--- src/rtl/bcd_disp_pkg.sv ---
// Shared constants for the four-digit BCD display driver.
// Holds the digit count, active-low 7-segment patterns ({dp,g,f,e,d,c,b,a}, dp off),
// the 'E' error glyph, the dark values for segments/anodes and the scan state type.
package bcd_disp_pkg;

  localparam int unsigned NDIG = 4;

  // Digit glyphs, active-low, dp bit off.
  localparam logic [7:0] SEG_D0 = 8'hC0;
  localparam logic [7:0] SEG_D1 = 8'hF9;
  localparam logic [7:0] SEG_D2 = 8'hA4;
  localparam logic [7:0] SEG_D3 = 8'hB0;
  localparam logic [7:0] SEG_D4 = 8'h99;
  localparam logic [7:0] SEG_D5 = 8'h92;
  localparam logic [7:0] SEG_D6 = 8'h82;
  localparam logic [7:0] SEG_D7 = 8'hF8;
  localparam logic [7:0] SEG_D8 = 8'h80;
  localparam logic [7:0] SEG_D9 = 8'h90;

  localparam logic [7:0] SEG_ERR = 8'h86;
  localparam logic [7:0] SEG_OFF = 8'hFF;
  localparam logic [3:0] AN_OFF  = 4'hF;

  // Scan slot; the encoding doubles as the digit index.
  typedef enum logic [1:0] {
    StS0 = 2'd0,
    StS1 = 2'd1,
    StS2 = 2'd2,
    StS3 = 2'd3
  } scan_state_e;

  // True when a nibble is not a valid BCD digit.
  function automatic logic nib_bad(input logic [3:0] nib);
    return nib > 4'd9;
  endfunction

endpackage

--- src/rtl/bcd_seg_dec.sv ---
// Combinational BCD nibble to active-low 7-segment decoder.
// Ports:
//   nib  in  4  BCD digit; 10..15 render as 'E'
//   dp   in  1  decimal point enable, active-high
//   seg  out 8  active-low {dp,g,f,e,d,c,b,a}
module bcd_seg_dec
  import bcd_disp_pkg::*;
(
  input  logic [3:0] nib,
  input  logic       dp,
  output logic [7:0] seg
);

  logic [7:0] glyph;

  always_comb begin
    glyph = SEG_ERR;
    case (nib)
      4'd0:    glyph = SEG_D0;
      4'd1:    glyph = SEG_D1;
      4'd2:    glyph = SEG_D2;
      4'd3:    glyph = SEG_D3;
      4'd4:    glyph = SEG_D4;
      4'd5:    glyph = SEG_D5;
      4'd6:    glyph = SEG_D6;
      4'd7:    glyph = SEG_D7;
      4'd8:    glyph = SEG_D8;
      4'd9:    glyph = SEG_D9;
      default: glyph = SEG_ERR;
    endcase
  end

  assign seg = {~dp, glyph[6:0]};

endmodule

--- src/rtl/bcd_disp_scan.sv ---
// Four-digit multiplexed common-anode 7-segment driver.
// Latches a packed BCD word and decimal points on ld, then scans digits 0..3, each held for
// 2^DIV_W clocks. All outputs are registered and lag the internal state by one clock.
// Optional leading-zero blanking is enabled by defining BCD_DISP_LZB_EN.
// Ports:
//   clk     in  1   system clock
//   rst_n   in  1   asynchronous active-low reset
//   ld      in  1   load strobe for bcd_in/dp_in
//   bcd_in  in  16  packed BCD, [3:0] is the rightmost digit
//   dp_in   in  4   decimal-point enables, active-high
//   blank   in  1   forces the display dark
//   seg     out 8   active-low {dp,g,f,e,d,c,b,a}
//   an      out 4   active-low digit enables
//   err     out 1   latched word holds a nibble above 9
module bcd_disp_scan
  import bcd_disp_pkg::*;
#(
  parameter int unsigned DIV_W = 17
) (
  input  logic        clk,
  input  logic        rst_n,
  input  logic        ld,
  input  logic [15:0] bcd_in,
  input  logic [3:0]  dp_in,
  input  logic        blank,
  output logic [7:0]  seg,
  output logic [3:0]  an,
  output logic        err
);

  logic [15:0]      val_q;
  logic [3:0]       dpr_q;
  logic [DIV_W-1:0] pre_q;
  scan_state_e      state_q;
  logic [7:0]       seg_q;
  logic [3:0]       an_q;
  logic             err_q;

  logic [1:0] idx;
  logic [3:0] cur_nib;
  logic       cur_dp;
  logic [7:0] dec_seg;
  logic       dark;
  logic [7:0] seg_d;
  logic [3:0] an_d;
  logic       err_d;

  assign idx = state_q;

  // Select the current slot's nibble and decimal point.
  always_comb begin
    cur_nib = val_q[3:0];
    cur_dp  = dpr_q[0];
    an_d    = 4'b1110;
    unique case (state_q)
      StS0: begin cur_nib = val_q[3:0];   cur_dp = dpr_q[0]; an_d = 4'b1110; end
      StS1: begin cur_nib = val_q[7:4];   cur_dp = dpr_q[1]; an_d = 4'b1101; end
      StS2: begin cur_nib = val_q[11:8];  cur_dp = dpr_q[2]; an_d = 4'b1011; end
      StS3: begin cur_nib = val_q[15:12]; cur_dp = dpr_q[3]; an_d = 4'b0111; end
      default: begin cur_nib = val_q[3:0]; cur_dp = dpr_q[0]; an_d = 4'b1110; end
    endcase
  end

  bcd_seg_dec u_dec (
    .nib (cur_nib),
    .dp  (cur_dp),
    .seg (dec_seg)
  );

`ifdef BCD_DISP_LZB_EN
  // A digit is a leading zero when it and every digit to its left are zero and it carries
  // no decimal point. Digit 0 always shows.
  logic [3:1] lead_zero;

  always_comb begin
    lead_zero[3] = (val_q[15:12] == 4'd0) && !dpr_q[3];
    lead_zero[2] = (val_q[15:8] == 8'd0) && !dpr_q[2];
    lead_zero[1] = (val_q[15:4] == 12'd0) && !dpr_q[1];
    dark = 1'b0;
    unique case (state_q)
      StS1:    dark = lead_zero[1];
      StS2:    dark = lead_zero[2];
      StS3:    dark = lead_zero[3];
      default: dark = 1'b0;
    endcase
  end
`else
  assign dark = 1'b0;
`endif

  always_comb begin
    err_d = 1'b0;
    for (int i = 0; i < NDIG; i++) begin
      err_d = err_d | nib_bad(val_q[4*i +: 4]);
    end
  end

  assign seg_d = (blank || dark) ? SEG_OFF : dec_seg;

  // Data registers, prescaler, scan FSM and registered outputs.
  always_ff @(posedge clk or negedge rst_n) begin
    if (!rst_n) begin
      val_q   <= 16'h0000;
      dpr_q   <= 4'h0;
      pre_q   <= '0;
      state_q <= StS0;
      seg_q   <= SEG_OFF;
      an_q    <= AN_OFF;
      err_q   <= 1'b0;
    end else begin
      if (ld) begin
        val_q <= bcd_in;
        dpr_q <= dp_in;
      end
      pre_q <= pre_q + DIV_W'(1);
      if (&pre_q) begin
        unique case (state_q)
          StS0:    state_q <= StS1;
          StS1:    state_q <= StS2;
          StS2:    state_q <= StS3;
          StS3:    state_q <= StS0;
          default: state_q <= StS0;
        endcase
      end
      seg_q <= seg_d;
      an_q  <= (blank || dark) ? AN_OFF : an_d;
      err_q <= err_d;
    end
  end

  assign seg = seg_q;
  assign an  = an_q;
  assign err = err_q;

  // idx is kept for readability of the scan slot in waveforms.
  logic unused_idx;
  assign unused_idx = ^idx;

endmodule

--- config.mk ---
export PLATFORM = sky130hd
export DESIGN_NAME = bcd_disp_scan
export DESIGN_NICKNAME = d
export VERILOG_FILES = /design/src/rtl/bcd_disp_pkg.sv /design/src/rtl/bcd_seg_dec.sv /design/src/rtl/bcd_disp_scan.sv
export SDC_FILE = /design/constraint.sdc
export NUM_CORES = 1
export LEC_CHECK = 0
export CELL_PAD_IN_SITES_DETAIL_PLACEMENT = 0
export CELL_PAD_IN_SITES_GLOBAL_PLACEMENT = 1
export CORE_UTILIZATION = 43
export DETAILED_ROUTE_END_ITERATION = 7
export GPL_TIMING_DRIVEN = 0
export PLACE_DENSITY = 0.79
export SLEW_MARGIN = 0
export SYNTH_ARGS = -nofsm -noshare
export SYNTH_HDL_FRONTEND = slang
export SYNTH_HIERARCHICAL = 1
export SYNTH_SLANG_ARGS = --single-unit
--- constraint.sdc ---
create_clock -name clk -period 2.5 [get_ports clk]
set_input_delay 0.625 -clock clk [delete_from_list [all_inputs] [get_ports clk]]
set_output_delay 0.625 -clock clk [all_outputs]
set_load 0.03 [all_outputs]
After elaboration in Yosys (flattened, before gate mapping)
Memory sizes are Yosys's and may differ from the RTL's.
Cells that the tools add are included.
Widths: inputs -> output; s select.
- bits in registers: 52
- memory bits (read-only): 112
- output and inout bits: 13
- logic and storage cells: 28
- memories: 1
- memory list (memory ; words ; bits a word ; rd ports ; clocked after Yosys merged registers in ; write ports ; RTL line ; text):
    (no name shown) ; 16 ; 7 ; 1 ; 0 ; 0 ; bcd_seg_dec.sv:18 ; case (nib)
- $add $sub $neg: 1
- magnitude comparators: 4
- eq/ne operators: 3
- mux-type cells: 6
- bitwise logic cells: 4
- reduce and logical (&&, ||, !) cells: 2
- operators by type and width (operator ; count):
    $pmux 4 s4 ; 2
    $add 17x1->17 const B ; 1
    $reduce_and 17->1 ; 1
    $gt 4x4->1 const B ; 4
    $mux 8 ; 1
    $pmux 2 s4 ; 1
    $eq 2x2->1 const B ; 2
    $mux 4 ; 1
    $pmux 1 s4 ; 1
    $or 1x1->1 ; 3
    $eq 2x1->1 const B ; 1
    $logic_not 2->1 ; 1
    $not 1->1 ; 1

Depth between registers and ports, before layout
- word-level depth: 4
- depth in mapped cells: 9
- depth with buffers taken out: 9

Hierarchy
Netlist, hierarchy kept.
- modules (own cells, without submodules) (module ; times used ; cells an instance ; area an instance (um2)):
    bcd_disp_scan ; 1 ; 170 ; 2209.6
    bcd_seg_dec ; 1 ; 28 ; 195.2

Least setup slack after synthesis
No wires, ideal clock.
- kind: reg-to-reg
- from: register state_q[0] (netlist: idx[0])
- to: register seg_q[2] (netlist: seg[2])
- setup time: 0.084 ns
- arrival: 2.066 ns
- data required time: 2.416 ns
- setup slack: 0.350 ns
- cell stages (with the launch flop): 10
- buffers on the path: 1
- period minus slack after synthesis: 2.150 ns
- cells stage by stage: dfrtp_1 inv_1 ha_1 clkbuf_1 mux2i_1 inv_1 ha_1 nor3b_1 a21o_1 or2_2
- longest elaborated chain between the ends: 4
- elaborated cells between the ends (all ways): 7
- RTL lines (element ; RTL line ; text):
    from (decl) ; bcd_disp_scan.sv:34 ; scan_state_e state_q;
    from (signal assigned) ; bcd_disp_scan.sv:106 ; state_q <= StS0;
    from (signal assigned) ; bcd_disp_scan.sv:118 ; StS0: state_q <= StS1;
    from (signal assigned) ; bcd_disp_scan.sv:119 ; StS1: state_q <= StS2;
    $eq 2x2->1 (tied with other cells) ; bcd_disp_scan.sv:55 ; unique case (state_q)
    $pmux 4 s4 * ; bcd_disp_scan.sv:55 ;
    net cur_nib[0] ; bcd_disp_scan.sv:40 ; logic [3:0] cur_nib;
    $mem_v2 16x7 * ; -- ;
    net dec_seg[2] ; bcd_disp_scan.sv:42 ; logic [7:0] dec_seg;
    $mux 8 * ; bcd_disp_scan.sv:98 ; assign seg_d = (blank || dark) ? SEG_OFF : dec_seg;
    net seg_d[2] ; bcd_disp_scan.sv:44 ; logic [7:0] seg_d;
    to (signal assigned) ; bcd_disp_scan.sv:125 ; seg_q <= seg_d;
    to (decl) ; bcd_disp_scan.sv:35 ; logic [7:0] seg_q;
Mark *: on every way through the listed nets, which the timed path passes. The rest lies on a longest branch.
A chain may end at the register's enable or synchronous reset.

Worst setup path in the final report
Ends and elaborated chain as after synthesis.

==> results <==
==> synth_stat cells, types with 2 or more instances <==
master | n | area share [%]
sky130_fd_sc_hd__a21oi_1 | 5 | 1.0
sky130_fd_sc_hd__a222oi_1 | 5 | 2.1
sky130_fd_sc_hd__clkbuf_1 | 4 | 0.62
sky130_fd_sc_hd__dfrtp_1 | 40 | 42
sky130_fd_sc_hd__dfstp_2 | 12 | 13
sky130_fd_sc_hd__ha_1 | 11 | 5.7
sky130_fd_sc_hd__inv_1 | 13 | 2.0
sky130_fd_sc_hd__mux2_2 | 15 | 7.0
sky130_fd_sc_hd__mux2i_1 | 6 | 2.5
sky130_fd_sc_hd__nand2_1 | 12 | 1.9
sky130_fd_sc_hd__nand2b_1 | 7 | 1.8
sky130_fd_sc_hd__nand3_1 | 7 | 1.5
sky130_fd_sc_hd__nand4_1 | 4 | 1.0
sky130_fd_sc_hd__nor2_1 | 4 | 0.62
sky130_fd_sc_hd__nor4_2 | 4 | 2.1
sky130_fd_sc_hd__o21ai_0 | 12 | 2.5
sky130_fd_sc_hd__or2_1 | 2 | 0.52
sky130_fd_sc_hd__or2_2 | 8 | 2.1
sky130_fd_sc_hd__xnor2_1 | 6 | 2.2
sky130_fd_sc_hd__xor2_1 | 8 | 2.9
==> power by group <==
group          leakage (uW)  internal, uW  switching, uW
logic              0.000633           120            113
clock network     0.0000422           197            254
registers          0.000623           897           22.8
==> cell families (layout without fill, tap and decap cells) <==
kind of cell | after synthesis | after routing | share of synthesized area (%)
and+or+nand+nor | 56 | 56 | 15.1
DFF | 52 | 52 | 54.7
AOI/OAI and AO/OA | 24 | 24 | 6.19
muxes | 21 | 21 | 9.52
buffers and inverters | 20 | 63 | 3.64
xor gates and xnor gates | 14 | 14 | 5.10
adders and majority gates | 11 | 11 | 5.72
==> through the flow <==
step	util, %	TNS (ns)	std cells
6_report	56.1	0	311
5_1_grt	56.1	0	311
4_1_cts	56.1	0	312
3_5_place_dp	54.6	0	304
3_3_place_gp	54.3	-28.42	303
2_1_floorplan	-	0	198
==> cell type report <==
type / instances / area [um^2]
fill: 480 / 2300
timing repair buffer: 36 / 365
tap: 70 / 87.6
sequential: 52 / 1320
clock inverter: 1 / 5.00
buffer: 6 / 35.0
multi-input combinational: 126 / 1000
clock buffer: 7 / 76.3
inverter: 13 / 48.8
==> worst max-delay path, stage by stage (launching register included) <==
cell,delay (ns)
sky130_fd_sc_hd__dfrtp_1,0.40
sky130_fd_sc_hd__inv_1,0.11
sky130_fd_sc_hd__ha_1,0.34
sky130_fd_sc_hd__a222oi_1,0.18
sky130_fd_sc_hd__mux2i_1,0.34
sky130_fd_sc_hd__inv_1,0.15
sky130_fd_sc_hd__ha_1,0.23
sky130_fd_sc_hd__nor3b_1,0.14
sky130_fd_sc_hd__a21o_1,0.15
sky130_fd_sc_hd__or2_2,0.26
==> flip-flops by register name, summed over array words and instances, names as in the netlist <==
register	flops
pre_q	17
val_q	16
seg	8
an	4
dpr_q	4
idx	2
err	1
==> worst min path at each step <==
stage          depth (start not counted)  slack (ns)         to
3_5_place_dp                           1        0.47  pre_q[15]
6_report                               1        0.30   val_q[0]
3_3_place_gp                           1        0.46  pre_q[13]
2_1_floorplan                          0        0.33   dpr_q[0]
4_1_cts                                1        0.32  pre_q[12]
5_1_grt                                1        0.34   val_q[0]
==> what timing repair did <==
| action | in CTS | in global routing |
|---|---|---|
| resized for setup | 0 | 1 |
| endpoints found under the hold margin | 0 | 0 |
| setup endpoints to repair | 0 | 5 |
==> metal layers <==
layer,GRT usage [%],part of all wire (%),vias up
met5,0,0,-
met3,3.69,4.5,4
met2,23.7,46,42
met4,4.62,1.1,0
li1,-,-,761
met1,21.7,48,721
==> results.toml <==
[outcome]
outcome = "finished clean"

[timing]
max_slew.worst_pin.slew_ns = 0.564
timing.max_slew.rel_slack_pct = 62.4
timing.hold.ws_ns = 0.305
timing.fmax_mhz = 425
timing.final.setup_violations = 0
min_tclk_post_route_ns = 2.35
finalHoldViolations = 0
finalClockSkew_ns = 0.0143
grt_setup_unrepaired = "false"
post-route-period-util_pct = 94.1
finalWorstSetupSlack_ns = 0.148
slew_viol_final = 0

[yosys]
synth-seq-area-share_pct = 54.7
ys_async_sr_fraction_pct = 100
post_synth.cell_area_avg_um2 = 12.1
synth.yosys.warnings = 6
synth_cell_type_count = 33
postSynthCellCount = 198
mappedNetlistArea_mm2 = 0.00240
postSynthNetCount = 233
main_flop_type_after_synthesis = "sky130_fd_sc_hd__dfrtp_1"
ys_seq_elements = 52
synth-edff-count = 0

[finish]
design_area_mm2 = 0.00294
syn_to_final_growth_pct = 22.2
antenna-diode-count = 0
final_nets = 275
layout_common_cells = "sky130_fd_sc_hd__dfrtp_1, sky130_fd_sc_hd__clkdlybuf4s50_1, sky130_fd_sc_hd__mux2_2"
layout_commonest_cell = "sky130_fd_sc_hd__dfrtp_1"
final_layout_size_suffix_gt1_share_pct = 22.4

[worst_setup_path]
reg2reg_slack_ns = 0.15
worst_ep_required_time_ns = 2.72
setup.worst_path.class = "flop to flop"
crit_end = "seg[2]"
worst_path_fanout_max = 7
crit-reg2reg-capture = "seg[2]"
critPathLaunch = "idx[0]"
start_kind = "flop"
worst-r2r-cell-count = 9
critPathCaptureType = "flop"
reg2reg_from = "idx[0]"
worst-endpoint-arrival_ns = 2.57

[global_route]
overflow = 0
via_count_of_the_first_global_routing_pass = 1489
globalRouteTotalUtil_pct = 15.5
grt_antenna_before_repair = 0
largest_net_degree_at_the_start_of_global_routing = 28
wire_length_of_the_first_global_routing_pass_um = 7160

[routing]
firstDrtPassIters = 4
drtAntennaViolNets = 0
drt_first_iter_violations = 92
wirelength_um = 4080
drt-wirelength-per-cell_um = 13.1
via_count = 1528
drc = 0
vias_per_cell = 4.91

[floorplanning]
design.portCount = 37
die_y_um = 76.8
std_cell_rows = 26
core_region_area_mm2 = 0.00524
fp.dieArea_mm2 = 0.00590
initial_utilization_pct = 45.9
floorplan.die.width_um = 76.8

[clock_tree]
cts_root_buffer = "sky130_fd_sc_hd__clkbuf_8"
clockBufferDepth = 2
post_cts_hold_buffer_count = 0
cts_htree_levels = 2
clock_sink_count = 52
clock_latency_ns = 0.30
tritoncts = "yes"
clkTransAtPathRegs_ns = 0.09
cts.repair_timing.setup_buffer_count = 0
cts-buffers-inserted = 5

[place]
preCtsSetupSlack_ns = 0.0520
detailedPlacementHpwl_um = 3030
gpl.final_weighted_congestion = 0.761
port_buffers = 35
cell_area_after_placement_mm2 = 0.00286

[pwr]
totalPowerFinal_uw = 1600
cellPowerDensity_mw_per_mm2 = 546
ir_drop_mv = 0.364
total_leakage_power_uw = 0.00130

[worst_hold_path]
hold_path_class = "input pin to asynchronous set/reset pin"

[job]
max_capacitance_violation_count = 0
No activity file was read; power rests on OpenSTA's default activity.
